<file path="src/rtl/pipe_stall_ctrl.sv">
// -----------------------------------------------------------------------------
// pipe_stall_ctrl
//   Single owner of every pipeline register enable. Combines the load-use stall
//   request, the ID-stage branch-taken flush and the data-memory busy signal
//   into PC / IF/ID / ID/EX / EX/MEM / MEM/WB write, flush and bubble controls.
//   Enable/flush/bubble outputs are a zero-latency (Mealy) decode of the state
//   and inputs; state, wait counter, pending flush, statistics and timeout are
//   registered.
//
// Ports
//   clk_i           clock, rising edge
//   rst_i           asynchronous active-low reset
//   start_i         pipeline run enable
//   stall_req_i     load-use stall request (same-cycle)
//   branch_taken_i  branch resolved taken in ID
//   mem_busy_i      data memory not ready, freeze whole pipeline
//   pc_write_o      PC enable
//   ifid_write_o    IF/ID enable
//   ifid_flush_o    IF/ID clear to NOP
//   idex_write_o    ID/EX enable
//   idex_bubble_o   ID/EX loads NOP
//   exmem_write_o   EX/MEM enable
//   memwb_write_o   MEM/WB enable
//   memwb_bubble_o  MEM/WB loads NOP
//   timeout_o       sticky memory-wait timeout
//   stall_cnt_o     saturating count of stalled (pc_write=0) cycles
//   flush_cnt_o     saturating count of IF/ID flushes
// -----------------------------------------------------------------------------
module pipe_stall_ctrl #(
  parameter int CNT_W    = 16,
  parameter int MAX_WAIT = 64,
  parameter int WAIT_W   = 7
) (
  input  logic             clk_i,
  input  logic             rst_i,
  input  logic             start_i,
  input  logic             stall_req_i,
  input  logic             branch_taken_i,
  input  logic             mem_busy_i,
  output logic             pc_write_o,
  output logic             ifid_write_o,
  output logic             ifid_flush_o,
  output logic             idex_write_o,
  output logic             idex_bubble_o,
  output logic             exmem_write_o,
  output logic             memwb_write_o,
  output logic             memwb_bubble_o,
  output logic             timeout_o,
  output logic [CNT_W-1:0] stall_cnt_o,
  output logic [CNT_W-1:0] flush_cnt_o
);

  typedef enum logic [1:0] {
    IDLE     = 2'd0,
    RUN      = 2'd1,
    LU_STALL = 2'd2,
    MEM_WAIT = 2'd3
  } state_e;

  localparam logic [WAIT_W-1:0] WAIT_MAX = WAIT_W'(MAX_WAIT);
  localparam logic [WAIT_W-1:0] WAIT_ONE = WAIT_W'(1);
  localparam logic [CNT_W-1:0]  CNT_ONE  = CNT_W'(1);
  localparam logic [CNT_W-1:0]  CNT_SAT  = {CNT_W{1'b1}};

  state_e            state_q, state_d;
  logic [WAIT_W-1:0] wait_cnt_q, wait_cnt_d;
  logic              flush_pend_q, flush_pend_d;
  logic              timeout_q, timeout_d;
  logic [CNT_W-1:0]  stall_cnt_q, stall_cnt_d;
  logic [CNT_W-1:0]  flush_cnt_q, flush_cnt_d;

  // Output enables plus next-state decode.
  always_comb begin
    state_d        = state_q;
    wait_cnt_d     = wait_cnt_q;
    flush_pend_d   = flush_pend_q;
    pc_write_o     = 1'b0;
    ifid_write_o   = 1'b0;
    ifid_flush_o   = 1'b0;
    idex_write_o   = 1'b0;
    idex_bubble_o  = 1'b0;
    exmem_write_o  = 1'b0;
    memwb_write_o  = 1'b0;
    memwb_bubble_o = 1'b0;

    case (state_q)
      IDLE: begin
        if (start_i) begin
          state_d = RUN;
        end else begin
          state_d = IDLE;
        end
      end

      RUN, LU_STALL, MEM_WAIT: begin
        if (mem_busy_i) begin
          // Freeze: nothing advances, MEM/WB takes a NOP so WB does not repeat.
          memwb_bubble_o = 1'b1;
          state_d        = MEM_WAIT;
          if (state_q == MEM_WAIT) begin
            if (wait_cnt_q < WAIT_MAX) begin
              wait_cnt_d = wait_cnt_q + WAIT_ONE;
            end else begin
              wait_cnt_d = wait_cnt_q;
            end
          end else begin
            wait_cnt_d = WAIT_ONE;
          end
          // A taken branch seen while frozen is replayed on release.
          if (branch_taken_i) begin
            flush_pend_d = 1'b1;
          end else begin
            flush_pend_d = flush_pend_q;
          end
        end else if (stall_req_i && (state_q != LU_STALL)) begin
          // Load-use bubble. The branch compare has stale operands here, so
          // branch_taken_i is ignored and any pending flush is kept.
          idex_write_o  = 1'b1;
          idex_bubble_o = 1'b1;
          exmem_write_o = 1'b1;
          memwb_write_o = 1'b1;
          wait_cnt_d    = '0;
          state_d       = LU_STALL;
        end else begin
          pc_write_o    = 1'b1;
          ifid_write_o  = 1'b1;
          idex_write_o  = 1'b1;
          exmem_write_o = 1'b1;
          memwb_write_o = 1'b1;
          ifid_flush_o  = branch_taken_i | flush_pend_q;
          flush_pend_d  = 1'b0;
          wait_cnt_d    = '0;
          state_d       = RUN;
        end

        // Dropping run enable returns to IDLE; this cycle's outputs stand.
        if (!start_i) begin
          state_d      = IDLE;
          flush_pend_d = 1'b0;
          wait_cnt_d   = '0;
        end else begin
          flush_pend_d = flush_pend_d;
        end
      end

      default: begin
        state_d = IDLE;
      end
    endcase
  end

  // Statistics counters and sticky timeout.
  always_comb begin
    stall_cnt_d = stall_cnt_q;
    flush_cnt_d = flush_cnt_q;
    timeout_d   = timeout_q;
    if ((state_q != IDLE) && !pc_write_o && (stall_cnt_q != CNT_SAT)) begin
      stall_cnt_d = stall_cnt_q + CNT_ONE;
    end else begin
      stall_cnt_d = stall_cnt_q;
    end
    if (ifid_flush_o && (flush_cnt_q != CNT_SAT)) begin
      flush_cnt_d = flush_cnt_q + CNT_ONE;
    end else begin
      flush_cnt_d = flush_cnt_q;
    end
    // Sets on the same edge that wait_cnt reaches the limit.
    if (wait_cnt_d == WAIT_MAX) begin
      timeout_d = 1'b1;
    end else begin
      timeout_d = timeout_q;
    end
  end

  // State and bookkeeping registers.
  always_ff @(posedge clk_i or negedge rst_i) begin
    if (!rst_i) begin
      state_q      <= IDLE;
      wait_cnt_q   <= '0;
      flush_pend_q <= 1'b0;
      timeout_q    <= 1'b0;
      stall_cnt_q  <= '0;
      flush_cnt_q  <= '0;
    end else begin
      state_q      <= state_d;
      wait_cnt_q   <= wait_cnt_d;
      flush_pend_q <= flush_pend_d;
      timeout_q    <= timeout_d;
      stall_cnt_q  <= stall_cnt_d;
      flush_cnt_q  <= flush_cnt_d;
    end
  end

  assign timeout_o   = timeout_q;
  assign stall_cnt_o = stall_cnt_q;
  assign flush_cnt_o = flush_cnt_q;

endmodule

</file>
<file path="config.mk">
export PLATFORM = sky130hd
export DESIGN_NAME = pipe_stall_ctrl
export DESIGN_NICKNAME = d
export VERILOG_FILES = /design/src/rtl/pipe_stall_ctrl.sv
export SDC_FILE = /design/constraint.sdc
export NUM_CORES = 1
export LEC_CHECK = 0
export ABC_AREA = 1
export ABC_CLOCK_PERIOD_IN_PS = 1600
export BUFFER_PORTS_ARGS = -buffer_cell sky130_fd_sc_hd__buf_4
export CAP_MARGIN = 15
export CELL_PAD_IN_SITES_DETAIL_PLACEMENT = 0
export CELL_PAD_IN_SITES_GLOBAL_PLACEMENT = 1
export CORE_ASPECT_RATIO = 0.9
export CORE_MARGIN = 1
export CORE_UTILIZATION = 37
export DETAILED_ROUTE_END_ITERATION = 7
export GPL_ROUTABILITY_DRIVEN = 0
export PLACE_DENSITY = 0.8
export SETUP_SLACK_MARGIN = 0.05
export SYNTH_ARGS = -nofsm -noshare
export SYNTH_HDL_FRONTEND = slang
export SYNTH_SLANG_ARGS = --single-unit
</file>
<file path="constraint.sdc">
create_clock -name clk_i -period 1.6 [get_ports clk_i]
set_input_delay 0.08 -clock clk_i [delete_from_list [all_inputs] [get_ports clk_i]]
set_output_delay 0.08 -clock clk_i [all_outputs]
set_load 0.005 [all_outputs]
</file>
==> results by group <==
Synthesis
  – Synth cell types: 31
  – Mux cell area share after synthesis: 0
  – Largest family of logic cells by synthesized area: simple AND/OR/NAND/NOR gates
  – Syn_nets: 370
  – Largest cells by area after synthesis: dfrtp_1 40%, nand2_1 17%, inv_1 6.5%
  – Post-synth top flop: dfrtp_1
  – Post-Synth Adder-Cell Area: 0.01387
  – Most common cell in the netlist: nand2_1
  – Seq/Total Area, Yosys: 0.3976
  – Area leader, netlist: dfrtp_1
  – Yosys warning total: 0
  – Avg Cell Area, Syn: 7.497 um2
  – Async set or reset register ratio after synthesis: 1.000
  – Post-synth top area share: 0.3976
  – Mapped Area: 2706 um2
  – Cells after synthesis: 361
  – Simple-Gate Fraction of Synth Area: 0.3564
  – Fraction of synthesized cell area in xor and xnor cells: 0.06796
  – EDFF count, synth: 0
  – Compound-Gate Fraction of Synth Area: 0.06288
  – Seq cells post-synth: 43
  – Top post-synthesis cells by count: 125 x nand2_1, 47 x inv_1, 43 x dfrtp_1

Setup path
  – Delay-heaviest family, CP: compound AO/OA/AOI/OAI gates
  – WS Path Type: register to register
  – Crit path launch type: register
  – Levels on crit path: 7
  – Worst R2R Setup Slack: 0.07 ns
  – CP cell instances: inv_2, o21ai_4, nand2_4, a21oi_4, nand2_4, o21ai_0, nand2_1
  – Reg2reg end: flush_cnt_o[2]
  – R2R cell count: 7
  – CP Capture Type: register
  – Critical-path maximum fanout: 6
  – Crit-path slowest cell: dfrtp_1
  – Worst path most repeated cell: nand2_4
  – Arrival time worst endpoint: 1.69 ns
  – WP data required: 1.76 ns
  – WP buf/inv: 1
  – Worst r2r src: state_q[1]
  – Crit-path max cell delay: 0.43 ns

Timing
  – Measured slew at the worst slew-check pin: 0.5622 ns
  – Final setup vio count: 0
  – Minimum clock period: 1.530 ns
  – Relative slew slack: 0.6252
  – Max Clock Freq: 653.5 MHz
  – RSZ-0062 raised after global routing: true
  – Setup_tns: 0 ns
  – Final Hold Violating Endpoints: 0
  – Fin Clk Skew: 0.01014 ns
  – Final worst path period share: 0.9564
  – Slew Viols, Final: 0

Power
  – Worst vdd ir: 0.7502 mV
  – Cell Pwr Density: 983.1 nW/um2
  – Leak pwr: 1.830 nW

Finish
  – Layout cells sized above 1: 0.3086
  – Final core utilization: 0.4996
  – Post-Layout Cell Count: 537
  – Antenna Cells: 0
  – Final instance area: 3535 um2
  – Area growth syn-to-layout: 30.61%
  – Final nets: 453

Clock tree
  – Total CTS buffers: 5
  – Clk_lat worst skew: 0.29 ns
  – CTS tree: built
  – CTS Sinks: 43
  – H-tree depth: 2
  – Clock Tree Buf Depth: 2
  – Clock slew at reported path FFs: 0.08 ns
  – CTS root buf: clkbuf_8

Drt
  – DR vias/cell: 4.561
  – Pre-antenna DRT Iters: 4
  – Number of remaining DRC errors: 0
  – Drt wl/cell: 11.48 um
  – 1st-iter DRT viols: 105
  – DR vias: 2449
  – Routed wire length: 6165 um
  – DRT antenna net count: 0

Die
  – Starting Density: 0.3825
  – Die width: 92.15 um
  – Die Y: 83.14 um
  – Num rows: 29
  – I/O pin cnt: 47
  – Core Footprint: 7076 um2
  – DIE AREA: 7661 um2

Placed design
  – Port Buffer Count: 46
  – DP Wirelength: 4582 um
  – DP Cell Count: 519
  – Placed Instance Area: 3299 um2

GRT
  – Initial antenna violation count: 0
  – GR Overflow Total: 0
  – Vias in the first global route: 2235
  – First-pass GRT wire length: 10470 um
  – All-Layer GR Usage: 0.1690
  – Largest net degree at the start of global routing: 44

Run status
  – Outcome: completed

Min path
  – Hold Path Class: primary input to register
  – Hold Crit Depth: 3
  – WHS Endpoint: state_q[0]
  – Min-delay src: start_i

Job
  – Max_cap viols: 0
cell type report:
class	instances	area, um2
Multi-Input combinational cell	260	1408
Sequential cell	43	1077
Timing Repair inverter	1	8.758
Tap cell	93	116.4
Timing Repair Buffer	83	636.9
Clock buffer	6	82.58
Clock inverter	1	5.005
Fill cell	704	3541
Inverter	50	200.2
placed cells by master (no fill, tap or decap), types with 3 or more instances in the layout:
cell,synthesis,final
nand2_1,125,122
buf_4,3,79
inv_1,47,45
dfrtp_1,43,42
nor2_1,29,28
nand3_1,23,23
xor2_1,13,13
nand2_2,8,11
o21ai_2,9,8
xnor2_1,8,8
o21ai_0,10,7
nor3_1,8,6
clkbuf_8,0,6
nand3_2,5,5
inv_2,2,4
o21ai_1,1,4
nand4_1,4,4
nor2_4,3,3
nor3_2,2,3
buf_6,3,3
state kept, by name (all words and copies together) (netlist names):
name,cells
flush_cnt_o,16
flush_pend_q,1
stall_cnt_o,16
state_q,2
timeout_o,1
wait_cnt_q,7
worst min-delay path, cell delays in order:
cell and delay (ns):
buf_4 0.13, inv_1 0.06, nor2_1 0.04
how the worst max path moves through the flow:
stage | startpoint | end
final | state_q[1] | flush_cnt_o[2]
after global routing | state_q[1] | flush_cnt_o[2]
after CTS | state_q[0] | ifid_flush_o
after detailed placement | state_q[0] | flush_cnt_o[5]
after global placement | state_q[0] | flush_cnt_o[5]
after floorplan | flush_cnt_o[0] | flush_cnt_o[11]
power by group:
part | switching (W) | internal, W
logic | 0.000644 | 0.000645
clock network | 0.000352 | 0.000339
registers | 0.000215 | 0.00128
total | 0.00121 | 0.00226
metrics by stage:
stage / hold WS [ns] / power, W / worst slack, ns
2_1_floorplan: -0.2156 / 0.002141 / 0.01004
3_3_place_gp: 0.1113 / 0.002725 / 0.09431
3_5_place_dp: 0.1186 / 0.002735 / 0.05821
4_1_cts: 0.04787 / 0.003456 / 0.05389
5_1_grt: 0.04363 / 0.003759 / -0.007939
6_report: 0.05401 / 0.003475 / 0.06968
timing repair:
action / CTS / global route
cloned: 0 / 1
endpoints found under the setup margin: 1 / 23
resized for setup: 1 / 18
endpoints found under the hold margin: 43 / 0
hold buffers: 1 / 0
pin swaps: 0 / 6
setup buffers: 0 / 9
cell families (layout without fill, tap and decap cells):
family,after synthesis,count (layout)
fa+ha+maj,3,3
buf+inv,58,141
simple gates,212,212
compound gates,24,24
flops,43,43
xor+xnor,21,21
per-layer routing:
layer | global-route usage | share of wire
met1 | 0.2520 | 0.53
met2 | 0.2544 | 0.43
met3 | 0.03480 | 0.034
met4 | 0.02983 | 0.0050
met5 | 0 | 0
(Power assumes the default switching activity.)
